## config.mk

```make
export PLATFORM = sky130hd
export DESIGN_NAME = mem_arbiter_flat
export DESIGN_NICKNAME = d
export VERILOG_FILES = /design/src/rtl/mem_arbiter_if.sv /design/src/rtl/mem_arbiter.sv /design/src/flat_wrapper.sv
export SDC_FILE = /design/constraint.sdc
export NUM_CORES = 1
export LEC_CHECK = 0
export ABC_AREA = 1
export BUFFER_PORTS_ARGS = -buffer_cell sky130_fd_sc_hd__clkbuf_2
export CAP_MARGIN = 20
export CELL_PAD_IN_SITES_DETAIL_PLACEMENT = 1
export CELL_PAD_IN_SITES_GLOBAL_PLACEMENT = 1
export CORE_MARGIN = 1
export CORE_UTILIZATION = 30
export DETAILED_ROUTE_END_ITERATION = 8
export PLACE_DENSITY_LB_ADDON = 0.05
export SLEW_MARGIN = 20
export SYNTH_ARGS = -nofsm -noshare
export SYNTH_HDL_FRONTEND = slang
export SYNTH_SLANG_ARGS = --single-unit
```

## constraint.sdc

```tcl
create_clock -name clk -period 2.8 [get_ports clk]
set_clock_uncertainty 0.05 [all_clocks]
set_input_delay 0.56 -clock clk [delete_from_list [all_inputs] [get_ports clk]]
set_output_delay 0.56 -clock clk [all_outputs]
set_load 0.01 [all_outputs]
```

## src/rtl/mem_arbiter_if.sv

```systemverilog
// -----------------------------------------------------------------------------
// mem_arbiter_if
// Bundles the mem_op/mem_busy request bus shared by the CPU, SPART and Audio
// requesters together with the single-command SDRAM controller handshake.
//
// Signals
//   cpu_op/addr/wdata     CPU request (op: 00 none, 01 read, 10 write, 11 ignored)
//   spart_op/addr/wdata   SPART request, same encoding
//   aud_op/addr/wdata     Audio request, same encoding
//   mem_busy              00 idle, 01 CPU, 10 SPART, 11 Audio in progress
//   rdata                 last completed read word
//   timeout_err           one-cycle pulse on a timeout abort
//   ctl_req/we/addr/wdata command to the SDRAM controller
//   ctl_ack/done/rdata    controller accept, completion and read data
//
// Modports
//   slave  : the arbiter (responds to requesters, drives the controller)
//   master : requesters plus controller model, i.e. everything around it
// -----------------------------------------------------------------------------
interface mem_arbiter_if;
    logic [1:0]  cpu_op;
    logic [31:0] cpu_addr;
    logic [31:0] cpu_wdata;
    logic [1:0]  spart_op;
    logic [31:0] spart_addr;
    logic [31:0] spart_wdata;
    logic [1:0]  aud_op;
    logic [31:0] aud_addr;
    logic [31:0] aud_wdata;
    logic [1:0]  mem_busy;
    logic [31:0] rdata;
    logic        timeout_err;
    logic        ctl_req;
    logic        ctl_we;
    logic [31:0] ctl_addr;
    logic [31:0] ctl_wdata;
    logic        ctl_ack;
    logic        ctl_done;
    logic [31:0] ctl_rdata;

    modport slave (
        input  cpu_op, cpu_addr, cpu_wdata,
        input  spart_op, spart_addr, spart_wdata,
        input  aud_op, aud_addr, aud_wdata,
        output mem_busy, rdata, timeout_err,
        output ctl_req, ctl_we, ctl_addr, ctl_wdata,
        input  ctl_ack, ctl_done, ctl_rdata
    );

    modport master (
        output cpu_op, cpu_addr, cpu_wdata,
        output spart_op, spart_addr, spart_wdata,
        output aud_op, aud_addr, aud_wdata,
        input  mem_busy, rdata, timeout_err,
        input  ctl_req, ctl_we, ctl_addr, ctl_wdata,
        output ctl_ack, ctl_done, ctl_rdata
    );
endinterface

```

## src/rtl/mem_arbiter.sv

```systemverilog
// -----------------------------------------------------------------------------
// mem_arbiter
// SDRAM-side responder for the mem_op/mem_busy protocol. Picks one of the CPU,
// SPART and Audio requesters round-robin, reports the owner on mem_busy, issues
// a single command to the SDRAM controller (req/ack/done) and keeps the last
// read word on the shared rdata bus. A granted transaction that stays busy for
// TIMEOUT cycles is aborted with a one-cycle timeout_err pulse.
//
// Parameters
//   TIMEOUT  cycles a transaction may stay busy before forced abort (>= 2)
//
// Ports
//   clk    clock
//   rst_n  asynchronous active-low reset
//   bus    mem_arbiter_if.slave (requester bus + controller handshake)
//
// All bus outputs come straight from flops.
// -----------------------------------------------------------------------------
module mem_arbiter #(
    parameter int unsigned TIMEOUT = 256
) (
    input  logic          clk,
    input  logic          rst_n,
    mem_arbiter_if.slave  bus
);

    localparam int unsigned     TW         = $clog2(TIMEOUT);
    localparam logic [TW-1:0]   TIMER_LAST = TW'(TIMEOUT - 1);

    // Requester indices; the mem_busy code of a requester is its index + 1.
    localparam logic [1:0] IDX_CPU   = 2'd0;
    localparam logic [1:0] IDX_SPART = 2'd1;
    localparam logic [1:0] IDX_AUD   = 2'd2;

    typedef enum logic [1:0] {
        ST_IDLE      = 2'd0,
        ST_ISSUE     = 2'd1,
        ST_WAIT_DONE = 2'd2
    } state_e;

    // Successor in the fixed ring CPU -> SPART -> Audio -> CPU.
    function automatic logic [1:0] ring_next(input logic [1:0] idx);
        logic [1:0] nxt;
        case (idx)
            IDX_CPU:   nxt = IDX_SPART;
            IDX_SPART: nxt = IDX_AUD;
            default:   nxt = IDX_CPU;
        endcase
        return nxt;
    endfunction

    state_e        state_q,       state_d;
    logic [1:0]    mem_busy_q,    mem_busy_d;
    logic          ctl_req_q,     ctl_req_d;
    logic          ctl_we_q,      ctl_we_d;
    logic [31:0]   ctl_addr_q,    ctl_addr_d;
    logic [31:0]   ctl_wdata_q,   ctl_wdata_d;
    logic [31:0]   rdata_q,       rdata_d;
    logic          timeout_err_q, timeout_err_d;
    logic [TW-1:0] timer_q,       timer_d;
    logic [1:0]    rr_ptr_q,      rr_ptr_d;   // requester with highest priority

    logic [2:0]    req_vld;
    logic [1:0]    prio0, prio1, prio2;
    logic          win_vld;
    logic [1:0]    win_idx;
    logic [1:0]    win_op;
    logic [31:0]   win_addr;
    logic [31:0]   win_wdata;
    logic          complete;
    logic          abort;

    // Only read (01) and write (10) count as requests; 11 is treated like 00.
    always_comb begin
        req_vld[IDX_CPU]   = (bus.cpu_op   == 2'b01) || (bus.cpu_op   == 2'b10);
        req_vld[IDX_SPART] = (bus.spart_op == 2'b01) || (bus.spart_op == 2'b10);
        req_vld[IDX_AUD]   = (bus.aud_op   == 2'b01) || (bus.aud_op   == 2'b10);
    end

    // Round-robin winner: scan the ring starting at the pointer.
    always_comb begin
        prio0   = rr_ptr_q;
        prio1   = ring_next(prio0);
        prio2   = ring_next(prio1);
        win_vld = |req_vld;
        if (req_vld[prio0]) begin
            win_idx = prio0;
        end else if (req_vld[prio1]) begin
            win_idx = prio1;
        end else begin
            win_idx = prio2;
        end
    end

    // Select the winning requester's op, address and write data.
    always_comb begin
        case (win_idx)
            IDX_CPU: begin
                win_op    = bus.cpu_op;
                win_addr  = bus.cpu_addr;
                win_wdata = bus.cpu_wdata;
            end
            IDX_SPART: begin
                win_op    = bus.spart_op;
                win_addr  = bus.spart_addr;
                win_wdata = bus.spart_wdata;
            end
            default: begin
                win_op    = bus.aud_op;
                win_addr  = bus.aud_addr;
                win_wdata = bus.aud_wdata;
            end
        endcase
    end

    // Next-state and registered-output logic for the transaction FSM.
    always_comb begin
        state_d       = state_q;
        mem_busy_d    = mem_busy_q;
        ctl_req_d     = ctl_req_q;
        ctl_we_d      = ctl_we_q;
        ctl_addr_d    = ctl_addr_q;
        ctl_wdata_d   = ctl_wdata_q;
        rdata_d       = rdata_q;
        timeout_err_d = 1'b0;
        timer_d       = timer_q;
        rr_ptr_d      = rr_ptr_q;
        complete      = 1'b0;
        abort         = 1'b0;

        case (state_q)
            ST_IDLE: begin
                mem_busy_d = 2'b00;
                ctl_req_d  = 1'b0;
                timer_d    = '0;
                if (win_vld) begin
                    state_d     = ST_ISSUE;
                    mem_busy_d  = win_idx + 2'd1;
                    ctl_req_d   = 1'b1;
                    ctl_we_d    = (win_op == 2'b10);
                    ctl_addr_d  = win_addr;
                    ctl_wdata_d = win_wdata;
                    rr_ptr_d    = ring_next(win_idx);
                end else begin
                    state_d = ST_IDLE;
                end
            end
            ST_ISSUE: begin
                timer_d = timer_q + TW'(1);
                // done without ack is meaningless here and is ignored.
                if (bus.ctl_ack && bus.ctl_done) begin
                    complete = 1'b1;
                end else if (timer_q == TIMER_LAST) begin
                    abort = 1'b1;
                end else if (bus.ctl_ack) begin
                    state_d   = ST_WAIT_DONE;
                    ctl_req_d = 1'b0;
                end else begin
                    ctl_req_d = 1'b1;
                end
            end
            ST_WAIT_DONE: begin
                timer_d   = timer_q + TW'(1);
                ctl_req_d = 1'b0;
                if (bus.ctl_done) begin
                    complete = 1'b1;
                end else if (timer_q == TIMER_LAST) begin
                    abort = 1'b1;
                end else begin
                    state_d = ST_WAIT_DONE;
                end
            end
            default: begin
                state_d    = ST_IDLE;
                mem_busy_d = 2'b00;
                ctl_req_d  = 1'b0;
            end
        endcase

        // Completion is checked before timeout so it wins on the last cycle.
        if (complete) begin
            state_d    = ST_IDLE;
            mem_busy_d = 2'b00;
            ctl_req_d  = 1'b0;
            if (!ctl_we_q) begin
                rdata_d = bus.ctl_rdata;
            end else begin
                rdata_d = rdata_q;
            end
        end else if (abort) begin
            state_d       = ST_IDLE;
            mem_busy_d    = 2'b00;
            ctl_req_d     = 1'b0;
            timeout_err_d = 1'b1;
        end else begin
            timeout_err_d = 1'b0;
        end
    end

    // State and output registers with asynchronous reset.
    always_ff @(posedge clk or negedge rst_n) begin
        if (!rst_n) begin
            state_q       <= ST_IDLE;
            mem_busy_q    <= 2'b00;
            ctl_req_q     <= 1'b0;
            ctl_we_q      <= 1'b0;
            ctl_addr_q    <= 32'h0000_0000;
            ctl_wdata_q   <= 32'h0000_0000;
            rdata_q       <= 32'h0000_0000;
            timeout_err_q <= 1'b0;
            timer_q       <= '0;
            rr_ptr_q      <= IDX_CPU;
        end else begin
            state_q       <= state_d;
            mem_busy_q    <= mem_busy_d;
            ctl_req_q     <= ctl_req_d;
            ctl_we_q      <= ctl_we_d;
            ctl_addr_q    <= ctl_addr_d;
            ctl_wdata_q   <= ctl_wdata_d;
            rdata_q       <= rdata_d;
            timeout_err_q <= timeout_err_d;
            timer_q       <= timer_d;
            rr_ptr_q      <= rr_ptr_d;
        end
    end

    assign bus.mem_busy    = mem_busy_q;
    assign bus.ctl_req     = ctl_req_q;
    assign bus.ctl_we      = ctl_we_q;
    assign bus.ctl_addr    = ctl_addr_q;
    assign bus.ctl_wdata   = ctl_wdata_q;
    assign bus.rdata       = rdata_q;
    assign bus.timeout_err = timeout_err_q;

endmodule

```

## src/flat_wrapper.sv

```systemverilog
// flat-port wrapper written by rule: the top's interface ports become plain ports
module mem_arbiter_flat 
#(
    parameter int unsigned TIMEOUT = 256
)
  (clk, rst_n, bus_cpu_op, bus_cpu_addr, bus_cpu_wdata, bus_spart_op, bus_spart_addr, bus_spart_wdata, bus_aud_op, bus_aud_addr, bus_aud_wdata, bus_mem_busy, bus_rdata, bus_timeout_err, bus_ctl_req, bus_ctl_we, bus_ctl_addr, bus_ctl_wdata, bus_ctl_ack, bus_ctl_done, bus_ctl_rdata);
  mem_arbiter_if bus_i ();
  input  logic clk;
  input  logic rst_n;
  input wire logic [$bits(bus_i.cpu_op)-1:0] bus_cpu_op;
  input wire logic [$bits(bus_i.cpu_addr)-1:0] bus_cpu_addr;
  input wire logic [$bits(bus_i.cpu_wdata)-1:0] bus_cpu_wdata;
  input wire logic [$bits(bus_i.spart_op)-1:0] bus_spart_op;
  input wire logic [$bits(bus_i.spart_addr)-1:0] bus_spart_addr;
  input wire logic [$bits(bus_i.spart_wdata)-1:0] bus_spart_wdata;
  input wire logic [$bits(bus_i.aud_op)-1:0] bus_aud_op;
  input wire logic [$bits(bus_i.aud_addr)-1:0] bus_aud_addr;
  input wire logic [$bits(bus_i.aud_wdata)-1:0] bus_aud_wdata;
  output wire logic [$bits(bus_i.mem_busy)-1:0] bus_mem_busy;
  output wire logic [$bits(bus_i.rdata)-1:0] bus_rdata;
  output wire logic [$bits(bus_i.timeout_err)-1:0] bus_timeout_err;
  output wire logic [$bits(bus_i.ctl_req)-1:0] bus_ctl_req;
  output wire logic [$bits(bus_i.ctl_we)-1:0] bus_ctl_we;
  output wire logic [$bits(bus_i.ctl_addr)-1:0] bus_ctl_addr;
  output wire logic [$bits(bus_i.ctl_wdata)-1:0] bus_ctl_wdata;
  input wire logic [$bits(bus_i.ctl_ack)-1:0] bus_ctl_ack;
  input wire logic [$bits(bus_i.ctl_done)-1:0] bus_ctl_done;
  input wire logic [$bits(bus_i.ctl_rdata)-1:0] bus_ctl_rdata;
  assign bus_i.cpu_op = bus_cpu_op;
  assign bus_i.cpu_addr = bus_cpu_addr;
  assign bus_i.cpu_wdata = bus_cpu_wdata;
  assign bus_i.spart_op = bus_spart_op;
  assign bus_i.spart_addr = bus_spart_addr;
  assign bus_i.spart_wdata = bus_spart_wdata;
  assign bus_i.aud_op = bus_aud_op;
  assign bus_i.aud_addr = bus_aud_addr;
  assign bus_i.aud_wdata = bus_aud_wdata;
  assign bus_mem_busy = bus_i.mem_busy;
  assign bus_rdata = bus_i.rdata;
  assign bus_timeout_err = bus_i.timeout_err;
  assign bus_ctl_req = bus_i.ctl_req;
  assign bus_ctl_we = bus_i.ctl_we;
  assign bus_ctl_addr = bus_i.ctl_addr;
  assign bus_ctl_wdata = bus_i.ctl_wdata;
  assign bus_i.ctl_ack = bus_ctl_ack;
  assign bus_i.ctl_done = bus_ctl_done;
  assign bus_i.ctl_rdata = bus_ctl_rdata;
  mem_arbiter #(.TIMEOUT(TIMEOUT)) u_core (.clk(clk), .rst_n(rst_n), .bus(bus_i));
endmodule
```

# Yosys cells after proc, flatten, opt, wreduce, memory -nomap -nowiden
# Cells that the tools add are included.
# word_totals
output_inout_bits	101
ff_bits	113
# classes
add_sub_neg	2
n_bitwise	1
muxes	42
eq_ne	19
n_reduce_logical	15
magnitude_cmp	2
# op_table
cell	n
case mux 32 bit (2 select lines)	2
two-way mux 2 bit	12
!= test 4 x 2 -> 1 bit (second input constant)	5
case mux 2 bit (2 select lines)	5
two-way mux 1 bit	16
case mux 8 bit (2 select lines)	1
== test 2 x 1 -> 1 bit (second input constant)	7
== test 2 bit (second input constant)	5
adder 8 x 1 -> 8 bit (second input constant)	1
== test 8 bit (second input constant)	1
logical NOT 2 bit	4
< comparator 2 x 3 -> 1 bit (second input constant)	2
case mux 1 bit (2 select lines)	3
case mux 2 bit (3 select lines)	1
AND reduction 2 bit	3
AND reduction 5 bit	1
binary-select mux 1 bit (select 2 bit)	2
logical OR 1 bit	3
!= test 3 x 1 -> 1 bit (second input constant)	1
OR reduction 3 bit	1
adder 2 x 1 -> 2 bit (second input constant)	1
nonzero test 2 bit	1
OR reduction 2 bit	1
logical AND 1 bit	1
inverter 1 bit	1

# Depth between registers and ports, before layout
# logic_depth
word_depth	11
mapped_depth	16
mapped_depth_nobuf	14

# Worst setup path before layout
# Ideal clock, no wire load.
# synth_timing
kind	input-to-reg
start	input port bus_spart_op[0]
end	register u_core.ctl_addr_q[13] (netlist: u_core.bus.ctl_addr[13])
setup_ns	0.066
cell_stages	16
setup_slack_ns	0.571
arrival_time_ns	2.114
path_cell_list	inv_1 -> nand2_1 -> nand3_1 -> nand2_1 -> nor2_1 -> nand2_1 -> nand2_1 -> inv_1 -> ha_1 -> nor2_1 -> buf_2 -> buf_2 -> nand2_1 -> nand3_1 -> nand2_1 -> nand2_1
# synth_via
elab_chain_cells	8
elab_cells_between_ends	14
# synth_rtl
item	line_no	text
start: declaration	flat_wrapper.sv:13	input wire logic [$bits(bus_i.spart_op)-1:0] bus_spart_op;
== test 2 x 1 -> 1 bit / == test 2 bit (equally long branches)	mem_arbiter.sv:76	req_vld[IDX_SPART] = (bus.spart_op == 2'b01) || (bus.spart_op == 2'b10);
logical OR 1 bit *	mem_arbiter.sv:76	
binary-select mux 1 bit (select 2 bit)	mem_arbiter.sv:88	end else if (req_vld[prio1]) begin
two-way mux 1 bit (not written as such)	mem_arbiter.sv:88	
two-way mux 2 bit	mem_arbiter.sv:88	
two-way mux 2 bit	mem_arbiter.sv:86	if (req_vld[prio0]) begin
== test 2 x 1 -> 1 bit / logical NOT 2 bit (equally long branches)	mem_arbiter.sv:97	case (win_idx)
case mux 32 bit (2 select lines)	mem_arbiter.sv:97	
end signal: assignment	mem_arbiter.sv:218	ctl_addr_q <= ctl_addr_d;
end: declaration	mem_arbiter.sv:56	logic [31:0] ctl_addr_q, ctl_addr_d;
# Mark *: on every way between the ends. The rest lies on a longest branch, timed or not. The select of a mux whose other input is x is not followed.
# A chain may end at the register's enable or synchronous reset.

# Worst setup path after layout
# layout_timing
start	register u_core.rr_ptr_q[1] (netlist: u_core.prio0[1])
end	register u_core.ctl_we_q (netlist: u_core.bus.ctl_we)
# layout_via
elab_chain_cells	9
elab_cells_between_ends	16
# layout_rtl
item	line_no	text
start: declaration	mem_arbiter.sv:61	logic [1:0] rr_ptr_q, rr_ptr_d;
start signal: assignment	mem_arbiter.sv:223	rr_ptr_q <= rr_ptr_d;
== test 2 x 1 -> 1 bit / logical NOT 2 bit (equally long branches)	mem_arbiter.sv:44	case (idx)
case mux 2 bit (2 select lines)	mem_arbiter.sv:44	
== test 2 x 1 -> 1 bit, or another cell as far along	mem_arbiter.sv:44	
case mux 2 bit (2 select lines) / two-way mux 1 bit (equally long branches)	mem_arbiter.sv:44, mem_arbiter.sv:88	
two-way mux 2 bit	mem_arbiter.sv:88	
two-way mux 2 bit *	mem_arbiter.sv:86	
== test 2 x 1 -> 1 bit / logical NOT 2 bit (equally long branches)	mem_arbiter.sv:97	
case mux 2 bit (2 select lines) *	mem_arbiter.sv:97	
== test 2 bit *	mem_arbiter.sv:140	ctl_we_d = (win_op == 2'b10);
end signal: assignment	mem_arbiter.sv:217	ctl_we_q <= ctl_we_d;
end: declaration	mem_arbiter.sv:55	logic ctl_we_q, ctl_we_d;
# Marks and branches as above.

==> run summary <==
The run gives 6115 um2 as the netlist area before placement. The kind of cell with the highest combined delay along the critical path is simple AND/OR/NAND/NOR gates. Path class of the lowest-slack min-delay path: in2async. The buffer levels on the longest clock path was 2; the number of standard cells after synthesis was 854. The netlist uses 28 different library cells. The detailed router finished its first iteration with 176 violations. The logs give 0 for the number of nets with antenna violations after routing and 6.647% for the routing usage on met3.

The initial utilization of the core area, before any placement, comes to 31.01%. The total instance count after detailed placement came out at 1425. The synthesized design spends more area on one cell type than any other, namely sky130_fd_sc_hd__dfrtp_1.

The count of non-filler cells in the finished layout was 1457; the height of the die was 144.8 um. The share of the Yosys chip area taken by registers is 46.25%. The wire length per cell after detailed routing works out to 15.41 um. For the total number of vias, the log shows 6571. Dominant synthesized flop cell: sky130_fd_sc_hd__dfrtp_1. In the post-route analysis, the smallest setup slack over all paths is 0.4027 ns. The critical path is of the reg2reg type. The top cell type's share of synthesized area was 46.25%; the highest fanout seen on the critical path was 19. For the pin with the worst max-slew slack, the measured transition is 0.5348 ns.

For the fraction of met2 tracks used by global routing, the log shows 39.12%. Global-route met1 utilization: 25.11%. The peak supply drop is 0.0006191 V.

The die extent in x was 144.8 um; the number of clock sinks was 113. Setup repair after global routing left no endpoint under its margin. The tightest hold path in the finished design has a slack of 0.07703 ns.

Sorting the synthesized cells by how often they occur yields 464 x sky130_fd_sc_hd__nand2_1, 113 x sky130_fd_sc_hd__dfrtp_1, 81 x sky130_fd_sc_hd__nand3_1. For this run, the top clock speed supported by timing is 417.1 MHz. The period utilization works out to 85.62%. When the netlist entered floorplanning its net count stood at 1097.

The reported max-cap violation count came out at 0. Root buffer selected by CTS: sky130_fd_sc_hd__clkbuf_16. Entering global routing, the biggest net connects 51 pins. Setup total negative slack on the finished layout was measured at 0 ns. The shortest clock period the worst path allows after layout is 2.397 ns. Once layout is complete, the utilization of the core stands at 43.99%.

After clock tree synthesis, the clock-pin slew on the worst setup and hold paths is 0.06 ns. The worst endpoint required time was 3.05 ns; the average instance area after synthesis was 7.160 um2. The share of cells above drive strength 1 was 35.49%; the standard-cell row count was 51. The slowest stage of the critical path belongs to the cell sky130_fd_sc_hd__dfrtp_1. The flop and latch count out of synthesis was 113. The total of endpoints with negative setup slack in the final report is 0, and the instance area after placement is 8051 um2. The sum of buffers and inverters on the critical path is 2, and the final hold violation count is 0. The number of max-slew violations in the final report is 0, and the number of flops mapped to enable cells by yosys is 0. Detailed placement ended at an HPWL of 17.47 mm. TritonCTS built the clock tree. The final instance area is 8675 um2. The combined global-route utilization of all metal layers came out at 22.06%. For this run, the number of Yosys warnings is 0.

In this run the number of H-tree levels came out at 4. The clock latency of the later-clocked register in the worst-skew pair came out at 0.41 ns. The nature of the critical path endpoint is a flop.

On the worst path, the slowest cell contributes a delay of 0.44 ns. The number of buffers inserted by port buffering was 334. 0 antenna diodes ended up in the layout. Buffers inserted during clock tree synthesis total 17.

The flow ran to the end, and the final reports show no timing, DRC or antenna violations. The total leakage power was 5.095 nW. The signed area change from the synthesized netlist to the final layout is 41.87%, and the data arrival time of the worst path is 2.65 ns. After clock tree synthesis, the flow added hold-fix buffers numbering 0.

The nature of the critical path startpoint was a flop. Walking the worst path, the cells encountered are nor2_1 -> nand3_1 -> nand2_1 -> nor2_1 -> a21oi_1 -> ha_2 -> buf_4 -> inv_1 -> o22ai_1 -> a21oi_1 -> nand3_1 -> nand2_1. Dividing total power by cell area gives a power density of 1249 nW/um2. The logs give 0 for the remaining global-route overflow and 6832 for the number of global-route vias before repair.

After clock tree synthesis, the repair step resized 0 gates. After detailed routing, the number of remaining DRC violations is 0. For this design the top-level I/O count stands at 335. Measured against its own limit, the worst slew margin works out to 64.35%. For this run, the post-layout net count is 1422. Summed over all layers, the routed wires come to 22.46 mm. In this run the post-CTS setup repair buffer count came out at 0. The floorplan step defined a die boundary enclosing 20960 um2. Most instantiated library cell after synthesis: sky130_fd_sc_hd__nand2_1. The post-synthesis async set-or-reset flop share is 100.0%. At the end of routability-driven placement, the weighted congestion stood at 0.7676.

The core region is 19720 um2. OpenSTA, run right after detailed placement, puts the worst setup slack at 0.2001 ns. The run gives 0 as the number of antenna violations at the first check in global routing. Using the TritonRoute via totals, the vias-per-cell ratio works out to 4.510.

The run gives 4 as the number of search-and-repair iterations in the first detailed-routing pass. The first global-routing pass estimated 35.09 mm of wire. met2 is the most crowded layer. The final total power came out at 10.83 mW. Yosys attributes the largest share of cell area to sky130_fd_sc_hd__dfrtp_1 46%, sky130_fd_sc_hd__nand2_1 28%, sky130_fd_sc_hd__nand3_1 6.6%.
-- state kept, by name, indices dropped and copies added (netlist names) --
| register | count |
|---|---|
| u_core.bus.mem_busy | 2 |
| u_core.bus.ctl_we | 1 |
| u_core.bus.ctl_req | 1 |
| u_core.bus.timeout_err | 1 |
| u_core.prio0 | 2 |
| u_core.state_q | 2 |
| u_core.timer_q | 8 |
| u_core.bus.ctl_wdata | 32 |
| u_core.bus.ctl_addr | 32 |
| u_core.bus.rdata | 32 |
-- path summary, 6_finish.rpt --
| path | cells after the start | to | startpoint | slack [ns] |
|---|---|---|---|---|
| max | 12 | u_core.bus.ctl_we | u_core.prio0[1] | 0.40 |
| min | 1 | u_core.bus.timeout_err | rst_n | 0.08 |
| max reg2reg | 12 | u_core.bus.ctl_we | u_core.prio0[1] | 0.40 |
| min reg2reg | 2 | u_core.bus.ctl_addr[21] | u_core.bus.ctl_addr[21] | 0.43 |
| max in group asynchronous | 2 | u_core.bus.rdata[15] | rst_n | 1.94 |
| min in group clk | 3 | u_core.bus.rdata[26] | bus_ctl_rdata[26] | 0.32 |
-- worst register-to-register path: cells and delay by family, from the launching register on --
kind                       cells  cell delay (ns)
and+or+nand+nor                6             0.61
AOI/OAI and AO/OA              3             0.52
adders and majority gates      1             0.32
buffers and inverters          2             0.35
DFF                            1             0.44
-- cell usage in the layout (no fill, tap or decap), drive strengths merged --
cell,Yosys,routed
nor2,17,17
ha,9,9
buf,32,17
nor3b,2,2
clkbuf,12,353
nor3,3,3
clkinvlp,0,4
inv,63,64
dfrtp,113,113
a21oi,7,7
nand2,465,465
bufinv,0,3
o221ai,1,1
o22ai,3,3
nand4,4,4
o21bai,1,1
o21ai,37,37
clkinv,0,4
xor2,1,1
or2,1,1
nand3,82,82
o31ai,1,1
-- routing by layer --
layer,share of wire [%],vias up,wire (um)
met5,0,-,0
met4,2.0,0,456
met3,6.9,30,1553
met2,51,216,11390
met1,40,3044,9055
li1,-,3281,-
-- power by group --
group / switching [mW] / internal [mW]
clock network: 0.801 / 1.47
registers: 0.409 / 2.39
logic: 3.72 / 2.04
-- cell type report --
type | count | area [um2]
clock buffer | 20 | 466.7
clock inverter | 12 | 156.4
fill | 2589 | 11040
inverter | 63 | 239.0
multi-input combinational | 634 | 2809
sequential | 113 | 2828
tap | 265 | 331.6
timing repair buffer | 350 | 1844
-- kinds of logic (layout without fill, tap and decap cells) --
| kind of cell | Yosys count | count (layout) | synth area share, % |
|---|---|---|---|
| adder cells (fa/ha/maj) | 9 | 9 | 1.842 |
| buffers and inverters | 107 | 445 | 8.021 |
| XOR/XNOR | 1 | 1 | 0.1433 |
| AO/OA/AOI/OAI | 50 | 50 | 6.323 |
| AND/OR/NAND/NOR | 574 | 574 | 37.43 |
| flip-flops | 113 | 113 | 46.25 |
Note: power is estimated with default switching activity, not from simulation.
